$ cat src/rtl/uart_rx_os.sv
// Oversampling UART receiver: 2-flop input synchroniser, 3-sample majority vote per bit,
// configurable data/parity/stop format and a registered ready/valid word output.
module uart_rx_os #(
  parameter int DATA_BITS  = 8,
  parameter int PARITY     = 0,
  parameter int STOP_BITS  = 1,
  parameter int OVERSAMPLE = 16
) (
  input  logic                 clk,
  input  logic                 rst,
  input  logic                 sample_tick,
  input  logic                 rx_in,
  output logic [DATA_BITS-1:0] rx_data,
  output logic                 rx_valid,
  input  logic                 rx_ready,
  output logic                 frame_err,
  output logic                 parity_err,
  output logic                 overrun_err,
  output logic                 busy
);

  localparam int TW = $clog2(OVERSAMPLE);
  localparam int M  = OVERSAMPLE / 2;

  localparam logic [TW-1:0] TICK_LAST = TW'(OVERSAMPLE - 1);
  localparam logic [TW-1:0] TICK_S0   = TW'(M - 1);
  localparam logic [TW-1:0] TICK_S1   = TW'(M);
  localparam logic [TW-1:0] TICK_DEC  = TW'(M + 1);
  localparam logic [3:0]    DATA_LAST = 4'(DATA_BITS - 1);
  localparam logic [3:0]    STOP_LAST = 4'(STOP_BITS - 1);

  typedef enum logic [2:0] {
    S_IDLE,
    S_START,
    S_DATA,
    S_PARITY,
    S_STOP
  } state_t;

  state_t                 state_q, state_d;
  logic [1:0]             sync_q, sync_d;
  logic [TW-1:0]          tick_cnt_q, tick_cnt_d;
  logic [3:0]             bit_idx_q, bit_idx_d;
  logic [1:0]             samp_q, samp_d;
  logic [DATA_BITS-1:0]   shift_q, shift_d;
  logic                   par_acc_q, par_acc_d;
  logic                   perr_acc_q, perr_acc_d;
  logic                   ferr_acc_q, ferr_acc_d;

  logic [DATA_BITS-1:0]   rx_data_q, rx_data_d;
  logic                   rx_valid_q, rx_valid_d;
  logic                   frame_err_q, frame_err_d;
  logic                   parity_err_q, parity_err_d;
  logic                   overrun_q, overrun_d;
  logic                   busy_q, busy_d;

  logic rxs;
  logic maj;
  logic at_dec;
  logic at_end;
  logic complete;
  logic word_ferr;

  assign rxs    = sync_q[1];
  assign maj    = (samp_q[0] & samp_q[1]) | (samp_q[0] & rxs) | (samp_q[1] & rxs);
  assign at_dec = sample_tick && (tick_cnt_q == TICK_DEC);
  assign at_end = sample_tick && (tick_cnt_q == TICK_LAST);

  always_comb begin
    sync_d = {sync_q[0], rx_in};
  end

  // Bit timing, sampling and frame sequencing; the third vote is the live rxs at the decision tick.
  always_comb begin
    state_d    = state_q;
    tick_cnt_d = tick_cnt_q;
    bit_idx_d  = bit_idx_q;
    samp_d     = samp_q;
    shift_d    = shift_q;
    par_acc_d  = par_acc_q;
    perr_acc_d = perr_acc_q;
    ferr_acc_d = ferr_acc_q;
    complete   = 1'b0;
    word_ferr  = ferr_acc_q | ~maj;

    if (state_q != S_IDLE && sample_tick) begin
      tick_cnt_d = (tick_cnt_q == TICK_LAST) ? '0 : tick_cnt_q + TW'(1);
      if (tick_cnt_q == TICK_S0) samp_d[0] = rxs;
      if (tick_cnt_q == TICK_S1) samp_d[1] = rxs;
    end

    case (state_q)
      S_IDLE: begin
        if (sample_tick && !rxs) begin
          state_d    = S_START;
          tick_cnt_d = TW'(1);
          bit_idx_d  = '0;
          par_acc_d  = 1'b0;
          perr_acc_d = 1'b0;
          ferr_acc_d = 1'b0;
        end
      end
      S_START: begin
        if (at_dec && maj) begin
          state_d    = S_IDLE;
          tick_cnt_d = '0;
        end else if (at_end) begin
          state_d   = S_DATA;
          bit_idx_d = '0;
        end
      end
      S_DATA: begin
        if (at_dec) begin
          shift_d   = {maj, shift_q[DATA_BITS-1:1]};
          par_acc_d = par_acc_q ^ maj;
        end
        if (at_end) begin
          if (bit_idx_q == DATA_LAST) begin
            bit_idx_d = '0;
            state_d   = (PARITY != 0) ? S_PARITY : S_STOP;
          end else begin
            bit_idx_d = bit_idx_q + 4'd1;
          end
        end
      end
      S_PARITY: begin
        if (at_dec) begin
          perr_acc_d = (PARITY == 1) ? (par_acc_q ^ maj) : ~(par_acc_q ^ maj);
        end
        if (at_end) begin
          state_d   = S_STOP;
          bit_idx_d = '0;
        end
      end
      S_STOP: begin
        if (at_dec) begin
          if (bit_idx_q == STOP_LAST) begin
            complete   = 1'b1;
            state_d    = S_IDLE;
            tick_cnt_d = '0;
            bit_idx_d  = '0;
          end else begin
            ferr_acc_d = ferr_acc_q | ~maj;
          end
        end else if (at_end) begin
          bit_idx_d = bit_idx_q + 4'd1;
        end
      end
      default: begin
        state_d    = S_IDLE;
        tick_cnt_d = '0;
        bit_idx_d  = '0;
      end
    endcase
  end

  // A finished word loads when the holding register is empty or being drained this cycle.
  always_comb begin
    rx_data_d    = rx_data_q;
    rx_valid_d   = rx_valid_q;
    frame_err_d  = frame_err_q;
    parity_err_d = parity_err_q;
    overrun_d    = 1'b0;
    busy_d       = (state_d != S_IDLE);

    if (complete) begin
      if (!rx_valid_q || rx_ready) begin
        rx_data_d    = shift_q;
        rx_valid_d   = 1'b1;
        frame_err_d  = word_ferr;
        parity_err_d = perr_acc_q & (PARITY != 0);
      end else begin
        overrun_d = 1'b1;
      end
    end else if (rx_valid_q && rx_ready) begin
      rx_valid_d = 1'b0;
    end
  end

  always_ff @(posedge clk or posedge rst) begin
    if (rst) begin
      state_q <= S_IDLE;
    end else begin
      state_q <= state_d;
    end
  end

  always_ff @(posedge clk or posedge rst) begin
    if (rst) begin
      sync_q     <= 2'b11;
      tick_cnt_q <= '0;
      bit_idx_q  <= '0;
      samp_q     <= 2'b11;
      shift_q    <= '0;
      par_acc_q  <= 1'b0;
      perr_acc_q <= 1'b0;
      ferr_acc_q <= 1'b0;
    end else begin
      sync_q     <= sync_d;
      tick_cnt_q <= tick_cnt_d;
      bit_idx_q  <= bit_idx_d;
      samp_q     <= samp_d;
      shift_q    <= shift_d;
      par_acc_q  <= par_acc_d;
      perr_acc_q <= perr_acc_d;
      ferr_acc_q <= ferr_acc_d;
    end
  end

  always_ff @(posedge clk or posedge rst) begin
    if (rst) begin
      rx_data_q    <= '0;
      rx_valid_q   <= 1'b0;
      frame_err_q  <= 1'b0;
      parity_err_q <= 1'b0;
      overrun_q    <= 1'b0;
      busy_q       <= 1'b0;
    end else begin
      rx_data_q    <= rx_data_d;
      rx_valid_q   <= rx_valid_d;
      frame_err_q  <= frame_err_d;
      parity_err_q <= parity_err_d;
      overrun_q    <= overrun_d;
      busy_q       <= busy_d;
    end
  end

  assign rx_data     = rx_data_q;
  assign rx_valid    = rx_valid_q;
  assign frame_err   = frame_err_q;
  assign parity_err  = parity_err_q;
  assign overrun_err = overrun_q;
  assign busy        = busy_q;

endmodule

$ cat config.mk
export PLATFORM = sky130hd
export DESIGN_NAME = uart_rx_os
export DESIGN_NICKNAME = d
export VERILOG_FILES = /design/src/rtl/uart_rx_os.sv
export SDC_FILE = /design/constraint.sdc
export NUM_CORES = 1
export LEC_CHECK = 0
export CORE_ASPECT_RATIO = 0.9
export CORE_MARGIN = 2
export CORE_UTILIZATION = 38
export CTS_CLUSTER_DIAMETER = 60
export DETAILED_ROUTE_END_ITERATION = 10
export PLACE_DENSITY = 0.64
export RECOVER_POWER = 25
export SLEW_MARGIN = 20
export SYNTH_ARGS = -nofsm -noshare
export SYNTH_HDL_FRONTEND = slang
export SYNTH_SLANG_ARGS = --single-unit
export TNS_END_PERCENT = 100
$ cat constraint.sdc
create_clock -name clk -period 2.1 [get_ports clk]
set_input_delay 0.63 -clock clk [delete_from_list [all_inputs] [get_ports clk]]
set_output_delay 0.63 -clock clk [all_outputs]
set_load 0.05 [all_outputs]
==> results_dict.tcl <==
set metrics [dict create \
    outcome "complete, no violations" \
    peakVddDrop_v 0.000590 \
    setup_violations 0 \
    viasPerCell 5.35 \
    nFillCells 442 \
    path_delay_family "simple AND/OR/NAND/NOR gates" \
    hold_path_class "flop to flop" \
    slowest_stage "or4b_1" \
    p_sw_uw 775 \
    clockRootBuffer "clkbuf_8" \
    postLayoutCellArea_sq_um 2200 \
    floorplan.die_area_sq_um 5400 \
    path_buf_inv 1 \
    synth_seq_cells 36 \
    ys_seq_area_frac 0.494 \
    path_cells "ha_1, and4b_2, buf_4, o32ai_4, or4b_1, o21ai_1" \
    clk_latency_ps 290 \
    pre_cts_slack_ps -298 \
    routedWlPerCell_um 14.2 \
    combPwrFrac 0.311 \
    max_slew_margin 0.557 \
    drc 0 \
    start_kind "flop" \
    ant_nets 0 \
    place_area_sq_um 2100 \
    hold_viol 0 \
    drtIter0Drc 77 \
    critical-path-max-stage-delay_ps 470 \
    cts_setup_buffers 0 \
    fin_crit_sh 0.916 \
    multi_input_area_sq_um 847 \
    grtUsageTotal 0.147 \
    die_h_um 69.9 \
    crit_fanout 7 \
    worstPathArrival_ps 2130 \
    initial_utilization 0.403 \
    fmax_mhz 520 \
    die_w_um 77.2 \
    port_buffers 16 \
    htreeDepth 2 \
    yosysTopAreaCell "dfrtp_1" \
    yosys-top-cells-area "dfrtp_1 44%, mux2_2 6.1%, dfstp_2 5.7%" \
    synth_top_cell_area_share 0.437 \
    vias 1349 \
    report.final.slew_viol_count 0 \
    gr-total-overflow 0 \
    tns_ps 0 \
    synth-async-reset-ratio 1.00 \
    cell_internal_pwr_uw 1480 \
    period_needed_ps 1920 \
    place.gp.congestion 0.859 \
    cts_buffers 5 \
    grt_first_pass_wirelength_mm 6.40 \
    end_kind "flop" \
    syn_area_per_cell_sq_um 11.4 \
    cts.sinks 36 \
    clock_path_buffers 2 \
    io_pins 18 \
    path_clk_slew_ps 70 \
    synthToLayoutAreaGrowth_pct 20.2 \
    cp_data_required_time_ps 2310 \
    syn_nets 171 \
    p_leak_uw 0.00104 \
    switching_share 0.344 \
    synth-warning-count 0 \
    placementRows 23 \
    layout-drive-gt1-share 0.295 \
    syn_inst 161 \
    grt_pass1_vias 1394 \
    antennaDiodeCount 0 \
    post-route-util 0.485 \
    grt_max_degree 28 \
    crit_type "flop to flop" \
    worstMarginPinSlew_ps 664 \
    hpwl_mm 2.63 \
    maxCapViolCount 0 \
    grt_antenna_before_repair 0 \
    ys_types 52 \
    ys.flop_type "dfrtp_1" \
    wirelength_mm 3.58 \
    clkPwrFrac 0.263 \
    skew_ps 7.31 \
    rsz0062_at_grt "false" \
    fin_ws_ps 176 \
    p_per_area_nw_per_um2 1020 \
    drt_pass1_iterations 4 \
    syn-cell-area_sq_um 1830 \
    register_area_sq_um 906 \
    seqPwrFrac 0.426 \
    nNetsFinal 199 \
    cts_tree "yes" \
    synth-edff-count 0 \
    core_area_sq_um 4550 \
    worst_hold_slack_ps 357 \
]
==> layout by cell type, fill, tap and decap left out, types with 5 or more instances in the layout <==
cell type / instances
inv_1: 8
ha_1: 5
a21oi_1: 5
mux2_1: 8
nor2_1: 8
nand3_1: 5
dfrtp_1: 32
mux2_2: 10
o21ai_0: 8
buf_4: 25
clkbuf_8: 5
nand2_1: 6
==> repair_timing <==
item                       CTS  global route
hold endpoints to repair     0             0
resized for setup            1             2
hold buffers                 0             0
setup endpoints to repair    1             9
pin swaps                    0             1
gates cloned                 0             0
==> final timing paths <==
kind,from,endpoint,slack [ps],depth (start not counted)
worst max-delay path,tick_cnt_q[0],bit_idx_q[0],180,6
worst min-delay path,sync_q[0],sync_q[1],360,0
worst max register to register,tick_cnt_q[0],bit_idx_q[0],180,6
worst min register to register,sync_q[0],sync_q[1],360,0
max in group asynchronous,rst,state_q[0],400,3
min in group asynchronous,rst,tick_cnt_q[2],750,2
==> cell type report <==
class	instances	area share
sequential	36	0.411
multi-input combinational	108	0.384
timing repair buffer	30	0.107
tap	62	0.0352
clock buffer	6	0.0329
clock inverter	2	0.0159
inverter	8	0.0136
==> stage by stage <==
step / power, uW / instances
2_1_floorplan: 1450 / 161
3_3_place_gp: 1630 / 244
3_5_place_dp: 1670 / 244
4_1_cts: 2270 / 252
5_1_grt: 2410 / 252
6_report: 2250 / 252
==> cells by family (layout without fill, tap and decap cells) <==
group,count (synthesis),after routing,synth area share
flops,36,36,0.494
other cells,1,1,0.00205
simple gates,47,47,0.162
xor+xnor,1,1,0.00478
mux,20,20,0.122
fa+ha+maj,6,6,0.0396
buf+inv,17,46,0.0471
compound gates,33,33,0.129
==> Yosys cell counts, types with 2 or more instances <==
master	n
dfrtp_1	32
mux2_2	10
inv_1	8
mux2_1	8
nor2_1	8
o21ai_0	8
nand2_1	6
a21oi_1	5
ha_1	5
nand3_1	5
dfstp_2	4
nor3_1	4
o22ai_1	4
buf_2	3
buf_4	3
nand4b_1	3
a31oi_1	2
and3_1	2
clkbuf_1	2
mux2i_1	2
nand2b_1	2
nand4_1	2
nor2b_1	2
nor3b_2	2
or3_1	2
==> state kept, by name (all words and copies together), names as in the netlist, 2 cells and up <==
register    count
shift_q         8
state_q         3
tick_cnt_q      4
samp_q          2
sync_q          2
bit_idx_q       4
rx_data         8
==> metal layers <==
| layer | global-route usage | vias up | part of all wire |
|---|---|---|---|
| li1 | - | 641 | - |
| met1 | 0.185 | 670 | 0.45 |
| met2 | 0.238 | 34 | 0.49 |
| met3 | 0.0413 | 4 | 0.047 |
| met4 | 0.0615 | 0 | 0.012 |
| met5 | 0 | - | 0 |
==> power groups by stage <==
stage | combinational (uW) | sequential, uW | clock (uW)
global route | 786 | 985 | 640
global placement | 669 | 959 | 0
floorplan | 551 | 902 | 0
detailed placement | 698 | 971 | 0
CTS | 704 | 956 | 612
finish | 701 | 959 | 593
(Power assumes the default switching activity.)
